## src/rtl/mem_lower_pkg.sv

```systemverilog
// Shared types and helpers for the mem_1r1w read engine.
// Geometry, FSM states, buffer entry layout and address wrap.
package mem_lower_pkg;

  localparam int DEPTH      = 48;
  localparam int ADDR_WIDTH = 6;
  localparam int DATA_WIDTH = 64;
  localparam int LEN_WIDTH  = ADDR_WIDTH + 1;

  typedef enum logic [1:0] {
    IDLE  = 2'd0,
    RUN   = 2'd1,
    DRAIN = 2'd2
  } rd_state_e;

  typedef struct packed {
    logic [DATA_WIDTH-1:0] data;
    logic                  last;
  } rd_entry_t;

  // DEPTH need not be a power of two, so wrap explicitly
  function automatic logic [ADDR_WIDTH-1:0] wrap_inc(
    input logic [ADDR_WIDTH-1:0] a
  );
    if (a == ADDR_WIDTH'(DEPTH - 1)) begin
      return '0;
    end
    return a + ADDR_WIDTH'(1);
  endfunction

endpackage

```

## src/rtl/mem_1r1w_reader_skid.sv

```systemverilog
// Two-entry output FIFO for the read engine.
// Holds returned words until the consumer accepts them.
module mem_1r1w_reader_skid
  import mem_lower_pkg::*;
(
  input  logic                  clock,
  input  logic                  reset,
  input  logic                  push_i,
  input  logic [DATA_WIDTH-1:0] push_data_i,
  input  logic                  push_last_i,
  input  logic                  pop_i,
  output logic [DATA_WIDTH-1:0] head_data_o,
  output logic                  head_last_o,
  output logic [1:0]            count_o
);

  rd_entry_t  ent_q [2];
  logic       wr_ptr_q;
  logic       rd_ptr_q;
  logic [1:0] count_q;
  logic       do_push;
  logic       do_pop;
  rd_entry_t  push_ent;

  assign do_pop   = pop_i && (count_q != 2'd0);
  assign do_push  = push_i && ((count_q != 2'd2) || do_pop);
  assign push_ent = '{data: push_data_i, last: push_last_i};

  always_ff @(posedge clock) begin
    if (reset) begin
      ent_q[0] <= '0;
      ent_q[1] <= '0;
      wr_ptr_q <= 1'b0;
      rd_ptr_q <= 1'b0;
      count_q  <= 2'd0;
    end else begin
      if (do_push) begin
        ent_q[wr_ptr_q] <= push_ent;
        wr_ptr_q        <= ~wr_ptr_q;
      end
      if (do_pop) begin
        rd_ptr_q <= ~rd_ptr_q;
      end
      unique case ({do_push, do_pop})
        2'b10:   count_q <= count_q + 2'd1;
        2'b01:   count_q <= count_q - 2'd1;
        default: count_q <= count_q;
      endcase
    end
  end

  assign head_data_o = ent_q[rd_ptr_q].data;
  assign head_last_o = ent_q[rd_ptr_q].last;
  assign count_o     = count_q;

endmodule

```

## src/rtl/mem_1r1w_reader.sv

```systemverilog
// Streaming read engine for the R0 port of a latency-1 mem_1r1w.
// Base/length command in, valid/ready word stream out.
module mem_1r1w_reader
  import mem_lower_pkg::*;
(
  input  logic                  clock,
  input  logic                  reset,
  input  logic                  cmd_valid,
  output logic                  cmd_ready,
  input  logic [ADDR_WIDTH-1:0] cmd_base,
  input  logic [ADDR_WIDTH:0]   cmd_len,
  output logic                  out_valid,
  input  logic                  out_ready,
  output logic [DATA_WIDTH-1:0] out_data,
  output logic                  out_last,
  output logic                  cmd_err,
  output logic                  busy,
  output logic [ADDR_WIDTH-1:0] R0_addr,
  output logic                  R0_en,
  input  logic [DATA_WIDTH-1:0] R0_data
);

  rd_state_e             state_q;
  logic [ADDR_WIDTH-1:0] addr_q;
  logic [LEN_WIDTH-1:0]  rem_q;
  logic                  inflight_q;
  logic                  infl_last_q;
  logic                  err_q;

  logic       accept;
  logic       cmd_bad;
  logic       cmd_zero;
  logic       pop;
  logic       credit_ok;
  logic       issue;
  logic       last_issue;
  logic [1:0] count;
  logic [2:0] need;
  logic [2:0] avail;

  assign cmd_ready = (state_q == IDLE) && !reset;
  assign busy      = (state_q != IDLE);
  assign cmd_err   = err_q;
  assign accept    = cmd_valid && cmd_ready;
  assign cmd_bad   = (cmd_base >= ADDR_WIDTH'(DEPTH)) ||
                     (cmd_len > LEN_WIDTH'(DEPTH));
  assign cmd_zero  = (cmd_len == '0);

  assign out_valid = (count != 2'd0);
  assign pop       = out_valid && out_ready;

  // buffered + in-flight words after this cycle's pop must leave a slot
  assign need      = {1'b0, count} + {2'b00, inflight_q};
  assign avail     = 3'd1 + {2'b00, pop};
  assign credit_ok = (need <= avail);

  assign issue      = (state_q == RUN) && (rem_q != '0) &&
                      credit_ok && !reset;
  assign last_issue = issue && (rem_q == LEN_WIDTH'(1));

  assign R0_en   = issue;
  assign R0_addr = addr_q;

  always_ff @(posedge clock) begin
    if (reset) begin
      state_q     <= IDLE;
      addr_q      <= '0;
      rem_q       <= '0;
      inflight_q  <= 1'b0;
      infl_last_q <= 1'b0;
      err_q       <= 1'b0;
    end else begin
      err_q       <= accept && cmd_bad;
      inflight_q  <= issue;
      infl_last_q <= last_issue;
      if (issue) begin
        addr_q <= wrap_inc(addr_q);
        rem_q  <= rem_q - LEN_WIDTH'(1);
      end
      unique case (state_q)
        IDLE: begin
          if (accept && !cmd_bad && !cmd_zero) begin
            addr_q  <= cmd_base;
            rem_q   <= cmd_len;
            state_q <= RUN;
          end
        end
        RUN: begin
          if (last_issue) begin
            state_q <= DRAIN;
          end
        end
        DRAIN: begin
          if (pop && out_last) begin
            state_q <= IDLE;
          end
        end
        default: state_q <= IDLE;
      endcase
    end
  end

  mem_1r1w_reader_skid u_skid (
    .clock       (clock),
    .reset       (reset),
    .push_i      (inflight_q),
    .push_data_i (R0_data),
    .push_last_i (infl_last_q),
    .pop_i       (pop),
    .head_data_o (out_data),
    .head_last_o (out_last),
    .count_o     (count)
  );

endmodule
```

## config.mk

```make
export PLATFORM = sky130hd
export DESIGN_NAME = mem_1r1w_reader
export DESIGN_NICKNAME = d
export VERILOG_FILES = /design/src/rtl/mem_lower_pkg.sv /design/src/rtl/mem_1r1w_reader_skid.sv /design/src/rtl/mem_1r1w_reader.sv
export SDC_FILE = /design/constraint.sdc
export NUM_CORES = 1
export LEC_CHECK = 0
export BUFFER_PORTS_ARGS = -buffer_cell sky130_fd_sc_hd__buf_4
export CAP_MARGIN = 20
export CORE_MARGIN = 5
export CORE_UTILIZATION = 50
export DETAILED_ROUTE_END_ITERATION = 12
export PLACE_DENSITY = 0.79
export SYNTH_ARGS = -nofsm -noshare
export SYNTH_HDL_FRONTEND = slang
export SYNTH_SLANG_ARGS = --single-unit
export TNS_END_PERCENT = 1
```

## constraint.sdc

```tcl
create_clock -name clock -period 9.6 [get_ports clock]
set_input_delay 1.44 -clock clock [delete_from_list [all_inputs] [get_ports clock]]
set_output_delay 1.44 -clock clock [all_outputs]
set_load 0.05 [all_outputs]
```

==> impl_results.md <==
- Die area: 0.0161 mm^2
- Final setup viols: 0
- Share of the synthesized area in the top cell type: a little under three fifths
- Hold buffers post-CTS: 0
- Slowest-stage cell, CP: fa_1
- Sequential area share after synthesis: between 60% and 70%
- Post-Syn Instances: 491
- Vias in the first global route: 4,655
- Overflow after GRT: 0
- Area grow syn2layout: 28.2%
- Tot GR Track Use: a little under a fifth
- Worst r2r src: u_skid.count_o[0]
- Drt total wl: 14,800 um
- Fin crit share: roughly 50%
- I/O pins: 157
- R2R depth: 9
- Warnings, synthesis: 0
- Main synth FF type: edfxtp_1
- Chip height: 127 um
- Root Buffer: clkbuf_16
- Largest net degree at the start of global routing: 66
- Synthesized area: 0.00685 mm^2
- Clk Latency, worst-skew pair: 410 ps
- Crit path setup slack, layout: 4770 ps
- Footprint of the multi-input gates: 0.00236 mm^2
- IO buf count: 156
- Arr. time, crit path: 3390 ps
- Mean area per synthesized cell: between 10 and 15 um^2
- Layout cell share with drive strength beyond 1: 40.4%
- Crit-path max FO: 9
- Post_cts resized: 0
- Reg2reg end: R0_addr[1]
- Worst setup EP type: output port
- Global placement routability congestion: 0.809
- Most frequent cells in the layout: buf_4, and2_1, edfxtp_1
- TritonRoute pass-1 iters: 4
- Cell row count: 42
- Fmax: 207 MHz
- TritonCTS buffer count: 17
- WP data required: roughly 8200 ps
- Initial antenna violation count: 0
- Async set or reset register ratio after synthesis: 0%
- Crit path max-delay family: simple AND/OR/NAND/NOR gates
- Distinct cell type count after synthesis: 48
- CP Class: input pin to output port
- Buf/Inv on CP: 3
- Commonest non-fill, non-tap cell in the layout: buf_4
- Ant. Diodes: 0
- # fillers: 1,001
- Clock Tree Buf Depth: 2
- Post-synthesis register bit count: 153
- Via density: around 5.3
- Detail Placement HPWL: 9650 um
- First-pass GRT wire length: 23,400 um
- Flop-to-flop setup slack: 6690 ps
- CTS clk-pin slew, worst paths: 50 ps
- Area contributors post-synth: edfxtp_1, and2_1, mux2_2
- Levels on crit path: 8
- TritonCTS clock tree: built
- Initial Util: about half
- Max Transition Viols Final: 0
- Initial DRC Count: between 300 and 400
- EDFF count, synth: 130
- Min cycle time layout: 4830 ps
- Max-Slew Margin vs Limit: between 30% and 40%
- Setup TNS Final: 0 ps
- Layout Nets: 733
- Post-Place Worst Slack: 4790 ps
- Final hold vios: 0
- # DRC: 0
- CP Launch Type: input pin
- Max VDD drop: 0.0985 mV
- Crit-path max cell delay: 480 ps
- Die width: 127 um
- Number of vias in the routed layout: ~4,400
- Worst-Margin Slew: 978 ps
- Critical Path End: R0_en
- CP Cell Sequence: buf_4 -> nand2_1 -> inv_1 -> fa_1 -> or3_1 -> a32o_2 -> and2_1 -> buf_4
- RSZ-0062 raised after global routing: false
- Status: complete, no violations
- CTS Sinks: approximately 150
- Util after Layout: 65.8%
- Worst setup path startpoint: out_ready
- Post-synth top area cell: edfxtp_1
- H-tree levels: 4
- Area taken by flip-flops and latches: 0.00437 mm^2
- Power per Cell Area: 184 mW/mm^2
- Post-CTS Setup Repair Bufs: 0
- Synthesized Nets: 579
- Post-route ant nets: 0
- Core area: 0.0133 mm^2
- Final Skew: slightly below 8 ps
- CP dominant cell by count: buf_4
- Max Cap Viol: 0
- Pleak: 0.00357 uW
- Worst Hold Class: flip-flop to flip-flop
- Wire length per cell: between 15 and 20 um
==> worst min path at each step <==
stage / start / endpoint / slack (ps) / depth (start not counted)
floorplan: state_q[1] / state_q[0] / 480 / 1
global placement: rem_q[6] / rem_q[6] / 500 / 1
detailed placement: rem_q[6] / rem_q[6] / 500 / 1
CTS: rem_q[6] / rem_q[6] / 510 / 1
global route: rem_q[6] / rem_q[6] / 530 / 1
finish: rem_q[6] / rem_q[6] / 510 / 1
==> logic make-up after synthesis <==
logic type,count (synthesis),share of synthesized area (%)
buffers and inverters,34,2.10
xor gates and xnor gates,7,0.895
DFF,153,63.7
AOI/OAI and AO/OA,33,3.53
adders and majority gates,7,1.39
and+or+nand+nor,188,17.0
muxes,69,11.3
==> worst register-to-register path, delay by kind of cell, from the launching register on <==
family / cells / cell delay [ps]
buffers and inverters: 1 / 90
multiplexers: 1 / 350
AND/OR/NAND/NOR: 4 / 1030
AO/OA/AOI/OAI: 2 / 490
flip-flops: 1 / 370
adder cells (fa/ha/maj): 1 / 480
==> synth_stat cells (6+ instances only) <==
library cell / number
a21oi_1: 6
a22o_1: 6
and2_1: 134
clkbuf_1: 22
dfxtp_1: 23
edfxtp_1: 130
ha_1: 6
inv_1: 9
mux2_2: 65
nand2_1: 8
nor2_1: 11
nor3_1: 6
==> final cells by class <==
cell class,instances,share of cell area [%]
Clock buffer,23,5.33
Clock inverter,9,1.43
Inverter,9,0.385
Multi-Input combinational cell,304,26.9
Sequential cell,153,49.7
Tap cell,176,2.51
Timing Repair Buffer,160,13.7
==> metal layers <==
| metal | track usage, % | up-vias | wire, um |
|---|---|---|---|
| li1 | - | 2071 | - |
| met1 | 21.7 | 2169 | 5970 |
| met2 | 32.4 | 140 | 7530 |
| met3 | 5.47 | 13 | 1130 |
| met4 | 6.06 | 0 | 147 |
| met5 | 0 | - | 0 |
==> stage by stage <==
stage | total power, uW | area, um^2 | hold WS [ps] | std cells
after global routing | 1670 | 8780 | 527 | 834
after floorplan | 886 | 6850 | 477 | 491
after CTS | 1620 | 8780 | 511 | 834
final | 1610 | 8780 | 512 | 834
after global placement | 955 | 8190 | 495 | 802
after detailed placement | 960 | 8190 | 498 | 802
==> registers in the layout, indices dropped and copies added, names as in the netlist, named ones only <==
register / cells
u_skid.rd_ptr_q: 1
u_skid.wr_ptr_q: 1
cmd_err: 1
inflight_q: 1
u_skid.ent_q: 130
state_q: 2
rem_q: 7
infl_last_q: 1
u_skid.count_o: 2
R0_addr: 6
==> power breakdown <==
part	total [uW]	switching (uW)	leakage (uW)	internal (uW)
registers	759	11.8	0.00153	747
clock network	665	244	0.000287	421
logic	187	118	0.00175	69.1
total	1610	374	0.00357	1240
No activity file was read; power rests on OpenSTA's default activity.
